[config.mk]
export PLATFORM = sky130hd
export DESIGN_NAME = column_output_demux
export DESIGN_NICKNAME = d
export VERILOG_FILES = /design/src/rtl/mux_col_pkg.sv /design/src/rtl/spike_capture.sv /design/src/rtl/column_output_demux.sv
export SDC_FILE = /design/constraint.sdc
export NUM_CORES = 1
export LEC_CHECK = 0
export BUFFER_PORTS_ARGS = -buffer_cell sky130_fd_sc_hd__buf_2
export CORE_AREA = 3 3 40 42
export DETAILED_ROUTE_END_ITERATION = 12
export DIE_AREA = 0 0 43 45
export HOLD_SLACK_MARGIN = 0.08
export PLACE_DENSITY = 0.55
export SLEW_MARGIN = 10
export SYNTH_ARGS = -nofsm -noshare
export SYNTH_HDL_FRONTEND = slang
export SYNTH_SLANG_ARGS = --single-unit
[constraint.sdc]
create_clock -name clk -period 1.61 [get_ports clk]
set_input_delay 0.322 -clock clk [delete_from_list [all_inputs] [get_ports clk]]
set_output_delay 0.322 -clock clk [all_outputs]
set_load 0.01 [all_outputs]
[src/rtl/mux_col_pkg.sv]
// -----------------------------------------------------------------------------
// mux_col_pkg
//
// Shared definitions for the multiplexed-column output demultiplexer.
//   - state_t       : window-ownership state (IDLE before the first gamma
//                     reset, then alternating RUN_N1 / RUN_N2).
//   - NNET          : number of networks time-sharing the column.
//   - NO_SPIKE_BIT  : fill bit of the "no spike" time code. A stamp with every
//                     bit set (2^TRES-1) means the neuron did not fire. This
//                     is also the value at which the window time counter
//                     saturates.
//   - DEFAULT_Q / DEFAULT_TRES : default column width and time-stamp width.
// -----------------------------------------------------------------------------
package mux_col_pkg;

    typedef enum logic [1:0] {
        IDLE   = 2'd0,
        RUN_N1 = 2'd1,
        RUN_N2 = 2'd2
    } state_t;

    localparam int   NNET         = 2;
    localparam int   DEFAULT_Q    = 2;
    localparam int   DEFAULT_TRES = 3;
    localparam logic NO_SPIKE_BIT = 1'b1;

endpackage : mux_col_pkg

[src/rtl/spike_capture.sv]
// -----------------------------------------------------------------------------
// spike_capture
//
// Per-window sticky capture of the column's output spikes for all Q neurons.
// A neuron's latch bit sets on its first spike of the window and stays set
// until the window is committed (clr). With COLUMN_DEMUX_SPIKE_TIME_EN defined,
// the window time counter is also stamped per neuron on that first 0->1
// transition; neurons that never fire keep the all-ones "no spike" code.
//
// Ports:
//   clk     in   system clock
//   rstb    in   asynchronous active-low reset
//   clr     in   clear latch (and stamps) at the window boundary
//   en      in   capture enable (running and not in a gamma-reset cycle)
//   spikes  in   [Q]        column output spikes
//   tcount  in   [TRES]     window time counter      (macro builds only)
//   latch   out  [Q]        sticky captured spike vector
//   stamps  out  [Q][TRES]  first-spike time per neuron (macro builds only)
//
// Optional feature macro: COLUMN_DEMUX_SPIKE_TIME_EN
// -----------------------------------------------------------------------------
module spike_capture
    import mux_col_pkg::*;
#(
    parameter int Q = DEFAULT_Q
`ifdef COLUMN_DEMUX_SPIKE_TIME_EN
    ,
    parameter int TRES = DEFAULT_TRES
`endif
) (
    input  logic                    clk,
    input  logic                    rstb,
    input  logic                    clr,
    input  logic                    en,
    input  logic [Q-1:0]            spikes,
`ifdef COLUMN_DEMUX_SPIKE_TIME_EN
    input  logic [TRES-1:0]         tcount,
`endif
    output logic [Q-1:0]            latch
`ifdef COLUMN_DEMUX_SPIKE_TIME_EN
    ,
    output logic [Q-1:0][TRES-1:0]  stamps
`endif
);

    logic [Q-1:0] r_latch;

    // NOTE: sequential state is assigned with non-blocking (<=) so every flop
    // samples pre-edge values; blocking here would create order-dependent
    // simulation that no longer matches the synthesized flops.
    always_ff @(posedge clk or negedge rstb) begin
        if (!rstb) begin
            r_latch <= '0;
        end else if (clr) begin
            r_latch <= '0;
        end else if (en) begin
            // Sticky OR: once a neuron fires it stays recorded for the window.
            r_latch <= r_latch | spikes;
        end
    end

    assign latch = r_latch;

`ifdef COLUMN_DEMUX_SPIKE_TIME_EN
    logic [Q-1:0]           w_first;
    logic [Q-1:0][TRES-1:0] r_stamps;

    // A stamp is taken only on the first spike: a neuron whose latch bit is
    // already set keeps its earlier time.
    assign w_first = {Q{en}} & spikes & ~r_latch;

    always_ff @(posedge clk or negedge rstb) begin
        if (!rstb) begin
            r_stamps <= {(Q*TRES){NO_SPIKE_BIT}};
        end else if (clr) begin
            r_stamps <= {(Q*TRES){NO_SPIKE_BIT}};
        end else begin
            for (int q = 0; q < Q; q++) begin
                if (w_first[q]) begin
                    r_stamps[q] <= tcount;
                end
            end
        end
    end

    assign stamps = r_stamps;
`endif

endmodule : spike_capture

[src/rtl/column_output_demux.sv]
// -----------------------------------------------------------------------------
// column_output_demux
//
// Demultiplexes the output of a column that alternates gamma windows between
// two networks (network 1 on even windows, network 2 on odd windows). The
// window in progress is captured sticky; at the next gamma reset it is
// committed to the owning network's held bank and that network's valid
// pulses for one cycle, aligned with the new bank value.
//
// Ports:
//   clk             in   system clock
//   rstb            in   asynchronous active-low reset
//   grst            in   gamma reset, one-cycle pulse starting each window
//   col_spikes      in   [Q] column output spikes (already clk-synchronous)
//   output_spikes1  out  [Q] network-1 committed spikes, held between commits
//   output_spikes2  out  [Q] network-2 committed spikes, held between commits
//   valid1          out  one-cycle pulse when output_spikes1 updates
//   valid2          out  one-cycle pulse when output_spikes2 updates
//   active_net      out  0: window owned by network 1, 1: by network 2
//   spike_time1     out  [Q][TRES] network-1 first-spike times (macro only)
//   spike_time2     out  [Q][TRES] network-2 first-spike times (macro only)
//
// Optional feature macro: COLUMN_DEMUX_SPIKE_TIME_EN
// -----------------------------------------------------------------------------
module column_output_demux
    import mux_col_pkg::*;
#(
    parameter int Q    = DEFAULT_Q,
    parameter int TRES = DEFAULT_TRES
) (
    input  logic                    clk,
    input  logic                    rstb,
    input  logic                    grst,
    input  logic [Q-1:0]            col_spikes,
    output logic [Q-1:0]            output_spikes1,
    output logic [Q-1:0]            output_spikes2,
    output logic                    valid1,
    output logic                    valid2,
    output logic                    active_net
`ifdef COLUMN_DEMUX_SPIKE_TIME_EN
    ,
    output logic [Q-1:0][TRES-1:0]  spike_time1,
    output logic [Q-1:0][TRES-1:0]  spike_time2
`endif
);

    // Saturation value of the window counter; equals the "no spike" code.
    localparam logic [TRES-1:0] L_TSAT = {TRES{NO_SPIKE_BIT}};

    state_t          r_state;
    logic            r_active_net;
    logic [NNET-1:0] r_valid;
    logic [Q-1:0]    r_bank [NNET];
    logic [TRES-1:0] r_tcount;

    logic            w_running;
    logic            w_cap_en;
    logic [Q-1:0]    w_latch;

    assign w_running = (r_state != IDLE);
    // Spikes arriving with grst are dropped: the column is being reset then.
    assign w_cap_en  = w_running & ~grst;

`ifdef COLUMN_DEMUX_SPIKE_TIME_EN
    logic [Q-1:0][TRES-1:0] w_stamps;
    logic [Q-1:0][TRES-1:0] r_tbank [NNET];
`endif

    // -------------------------------------------------------------------------
    // Sticky capture of the current window
    // -------------------------------------------------------------------------
    spike_capture #(
        .Q      (Q)
`ifdef COLUMN_DEMUX_SPIKE_TIME_EN
        ,
        .TRES   (TRES)
`endif
    ) u_capture (
        .clk    (clk),
        .rstb   (rstb),
        .clr    (grst),
        .en     (w_cap_en),
        .spikes (col_spikes),
`ifdef COLUMN_DEMUX_SPIKE_TIME_EN
        .tcount (r_tcount),
`endif
        .latch  (w_latch)
`ifdef COLUMN_DEMUX_SPIKE_TIME_EN
        ,
        .stamps (w_stamps)
`endif
    );

    // -------------------------------------------------------------------------
    // In-window time counter: 0 on the first cycle after grst, saturating.
    // -------------------------------------------------------------------------
    always_ff @(posedge clk or negedge rstb) begin
        if (!rstb) begin
            r_tcount <= '0;
        end else if (grst) begin
            r_tcount <= '0;
        end else if (w_running && (r_tcount != L_TSAT)) begin
            r_tcount <= r_tcount + TRES'(1);
        end
    end

`ifndef COLUMN_DEMUX_SPIKE_TIME_EN
    // Without time stamping the counter only tracks window progress.
    logic w_unused_tcount;
    assign w_unused_tcount = ^r_tcount;
`endif

    // -------------------------------------------------------------------------
    // Window-ownership FSM with commit of the captured vector.
    // Bank index 0 belongs to network 1, index 1 to network 2.
    // -------------------------------------------------------------------------
    always_ff @(posedge clk or negedge rstb) begin
        if (!rstb) begin
            r_state      <= IDLE;
            r_active_net <= 1'b0;
            r_valid      <= '0;
            // NOTE: the held banks are small register arrays that drive
            // outputs directly, so they are reset explicitly; a held output
            // must never show stale data after a reset.
            for (int n = 0; n < NNET; n++) begin
                r_bank[n] <= '0;
`ifdef COLUMN_DEMUX_SPIKE_TIME_EN
                r_tbank[n] <= {(Q*TRES){NO_SPIKE_BIT}};
`endif
            end
        end else begin
            r_valid <= '0;
            if (grst) begin
                case (r_state)
                    IDLE: begin
                        // First window after reset always belongs to network 1.
                        r_state      <= RUN_N1;
                        r_active_net <= 1'b0;
                    end
                    RUN_N1: begin
                        r_bank[0]    <= w_latch;
`ifdef COLUMN_DEMUX_SPIKE_TIME_EN
                        r_tbank[0]   <= w_stamps;
`endif
                        r_valid[0]   <= 1'b1;
                        r_state      <= RUN_N2;
                        r_active_net <= 1'b1;
                    end
                    RUN_N2: begin
                        r_bank[1]    <= w_latch;
`ifdef COLUMN_DEMUX_SPIKE_TIME_EN
                        r_tbank[1]   <= w_stamps;
`endif
                        r_valid[1]   <= 1'b1;
                        r_state      <= RUN_N1;
                        r_active_net <= 1'b0;
                    end
                    default: begin
                        r_state      <= IDLE;
                        r_active_net <= 1'b0;
                    end
                endcase
            end
        end
    end

    assign output_spikes1 = r_bank[0];
    assign output_spikes2 = r_bank[1];
    assign valid1         = r_valid[0];
    assign valid2         = r_valid[1];
    assign active_net     = r_active_net;

`ifdef COLUMN_DEMUX_SPIKE_TIME_EN
    assign spike_time1 = r_tbank[0];
    assign spike_time2 = r_tbank[1];
`endif

endmodule : column_output_demux

Yosys cells after proc, flatten, opt, wreduce, memory -nomap -nowiden

Index checks and enable logic that the tools add are counted.

Flip-flop bits (word level): 11
Output and inout bits: 7
Logic and storage cells: 23

Equal/unequal tests: 2
Muxes and demuxes: 6
Bitwise operators: 3
Reductions and logical operators: 6

Operators by type and width:

| operator                                                              | number |
|---|---|
| 2-bit 2-to-1 mux                                                      | 3 |
| 2-bit case mux with 2 select lines                                    | 1 |
| 2-bit AND reduction                                                   | 2 |
| 2-bit nonzero test                                                    | 2 |
| 2-bit by 1-bit equality test with 1-bit output, second input constant | 1 |
| 2-bit equality test, second input constant                            | 1 |
| 2-bit zero test                                                       | 1 |
| 1-bit 2-to-1 mux                                                      | 2 |
| 2-bit bitwise OR                                                      | 1 |
| 2-bit OR reduction                                                    | 1 |
| 1-bit bitwise AND                                                     | 1 |
| 1-bit inverter                                                        | 1 |

Longest topological paths before layout

Word-level depth: 4
Depth in mapped cells: 2
Mapped depth without buffers: 2

Modules after synthesis

From an unflattened synthesis, not the netlist that was laid out.

Cell total of the unflattened synthesis: 27
Area, all modules: 360.3 um^2

By module, submodules not included:

| module              | times used | cells each | area each (um^2) | seq. area each (um^2) |
|---|---|---|---|---|
| column_output_demux | 1          | 21         | 292.8            | 200.2 |
| spike_capture       | 1          | 6          | 67.6             | 50.0 |

Least setup slack after synthesis

Ideal clock, no wire load.

Path type: reg2reg
From: reg r_state[1]
To: reg r_bank, in the netlist output_spikes1[0]
Library setup time: 0.125 ns
Data arrival time: 0.933 ns
Data required time: 1.485 ns
Setup slack: 0.552 ns
Stages on the path, launching flop included: 3
Clock period less this slack: 1.058 ns
Cell sequence: dfrtp_1 nand3b_1 mux2_2

Longest elaborated chain between the ends: 2

Ends and longest elaborated chain:

| element                                        | RTL line                   | RTL |
|---|---|---|
| start: declaration                             | column_output_demux.sv:50  | `state_t r_state;` |
| start signal: assignment                       | column_output_demux.sv:119 | `r_state <= IDLE;` |
| start signal: assignment                       | column_output_demux.sv:137 | `r_state <= RUN_N1;` |
| start signal: assignment                       | column_output_demux.sv:146 | `r_state <= RUN_N2;` |
| 2-bit by 1-bit equality test with 1-bit output | column_output_demux.sv:134 | `case (r_state)` |
| 2-bit AND reduction (no line)                  | -                          |  |
| end: declaration                               | column_output_demux.sv:53  | `logic [Q-1:0] r_bank [NNET];` |

No other way between the ends.
A chain may end at the register's enable or synchronous reset.

==> metrics.cfg <==
[critical_path]
path_max_fanout = 6
worstPathRequired_ns = 1.29
timing_worst_setup_path_type = register to output port
cp_data_arrival_time_ns = 0.83
worst_setup_path_start_kind = register
critPathTopFamily = flip-flops
cell_type_of_the_slowest_stage_on_the_worst_timing_path = dfrtp_1
crit_path_max_incr_delay_ns = 0.42
ordered_list_of_cells_on_the_worst_path = buf_2
worst_setup_path_end_kind = output port
crit_buf_inv = 1

[timing]
slew_viol_final = 0
setup_repair_after_global_routing_missed_its_margin = false
fin_tns_setup_ns = 0
setup-violations-final = 0
fin_skew_ns = 0.000170
fmax_mhz = 866
min_period_ns = 1.15
max_slew_margin_pct = 85.3
worst-slew-pin-transition_ns = 0.221
finalCritPeriodShare_pct = 71.7
hold_viol = 0
finalHoldWorstSlack_ns = 0.299

[floorplanning]
top_level_ports = 12
coreArea_sq_um = 1280
die_h_microns = 45
std_cell_rows = 13
floorplan.die_area_sq_um = 1940
initial_utilization_pct = 28.2
die_width_microns = 43

[grt]
first_global_vias = 225
global_route.overflow_total = 0
grtUsageTotal_pct = 7.58
grt_start_max_net_pins = 11
grt_first_pass_wirelength_microns = 986
initial_antenna_violation_count = 0

[cts]
tritoncts = yes
htree_levels = 1
worstSkewPairLatency_ns = 0.25
cts_hold_repair.buffers = 1
cts_resized = 0
path_clk_slew_ns = 0.06
cts_made_buffers = 3
ctsLongestPathBuffers = 2
number_of_buffers_added_for_setup_after_cts = 0
clock_sink_count = 10
clk_root_buffer_cell = clkbuf_4

[power]
power.share.switching_pct = 30.3
power.internal_mw = 0.539
power.share.combinational_pct = 28.3
total_switching_power_mw = 0.234
irDropWorstVdd_mv = 0.584
pwr_density_cell_nw_per_um2 = 1650
power.clock.fraction_pct = 20.5
p_seq_share_pct = 51.2
power_leakage_nw = 0.258

[status]
status = finished, final reports clean

[synthesis]
netlist.top_cell.by_area = dfrtp_1
yosys_warn_count = 0
syn_nets = 32
synth.lib_cells_used.distinct = 7
syn_avg_cell_area_sq_um = 13.4
synth.top_cells.by_area = dfrtp_1, mux2_2, inv_1
synth_largest_type_area_fraction_pct = 69.0
syn-cell-area_sq_um = 363
flip_flop_and_latch_count_after_synthesis = 10
post_synth_inst_count = 27
yosysSeqAreaShare_pct = 69.0

[detailed_routing]
vias_per_instance = 4.07
drt-initial-drc-count = 4
drtPass1Iterations = 2
routedWlPerCell_microns = 10.7
drt-total-wl_microns = 610
routed-via-count = 232
drc = 0
antenna_violating_nets_post_route = 0

[final_layout]
final_layout_size_suffix_gt1_share_pct = 42.9
synthToLayoutAreaGrowth_pct = 29.3
design.final.nets = 49
layout.filler_cells = 122
final_design_area_no_fill_sq_um = 469
diodes = 0
commonest_cells_after_routing_fill_and_taps_aside = buf_2, dfrtp_1, inv_1, mux2_2
final_common_cell = buf_2

[place]
gp_congestion = 0.711
port-buffer-count = 11
placed_area_sq_um = 437

[min_path]
min-delay-path-class = input pin to register

[flow_run]
maxCapViolations = 0

-- state kept, by name, summed over array words and instances, names as in the netlist --
signal,flops
output_spikes1,2
output_spikes2,2
r_state,2
r_valid,2
u_capture.latch,2
-- cells in the mapped netlist, drive strengths merged --
master  instances
dfrtp          10
inv             5
mux2            4
o21ai           3
a21oi           2
nand3b          2
xor2            1
-- stage by stage --
stage                     setup slack [ns]  power (mW)  utilization [%]  cells
after detailed placement             0.504       0.624             34.0     53
final                                0.456       0.773             36.5     57
after global routing                 0.423       0.836             36.5     57
after global placement               0.517       0.618             34.0     53
after floorplan                      0.552       0.525                -     27
after CTS                            0.442       0.794             36.5     57
-- cells by family after synthesis --
group | share of synthesized area, %
compound gates | 6.90
xor+xnor | 2.41
buf+inv | 5.17
flops | 69.0
mux | 12.4
simple gates | 4.14
-- metal layers --
metal	GRT usage [%]	vias up	part of all wire, %
met1	8.73	102	43
met4	9.04	0	0.66
met2	9.88	10	44
li1	-	118	-
met5	0	-	0
met3	2.79	2	12
-- power by group through the flow --
stage / sequential (mW) / clock [mW] / combinational [mW]
floorplan: 0.425 / 0 / 0.100
global placement: 0.398 / 0 / 0.219
detailed placement: 0.402 / 0 / 0.222
CTS: 0.397 / 0.171 / 0.225
global route: 0.411 / 0.181 / 0.244
finish: 0.396 / 0.159 / 0.219
-- path summary, 6_finish.rpt --
kind | cells past startpoint | from | endpoint | slack, ns
max | 1 | r_state[1] | active_net | 0.46
min | 2 | grst | u_capture.latch[1] | 0.30
max reg2reg | 2 | r_state[1] | output_spikes1[1] | 0.51
min reg2reg | 1 | output_spikes1[0] | output_spikes1[0] | 0.50
max in group asynchronous | 2 | rstb | output_spikes2[0] | 0.97
min in group asynchronous | 2 | rstb | output_spikes1[1] | 0.45
-- layout make-up --
cell class	instances	area [sq um]	area share [%]
well taps	15	18.8	4.00
multi-input cells	12	93.8	20.0
clock buffers	3	22.5	4.80
inverters	5	18.8	4.00
repair buffers	12	65.1	13.9
flip-flops and latches	10	250	53.3
(Power assumes the default switching activity.)
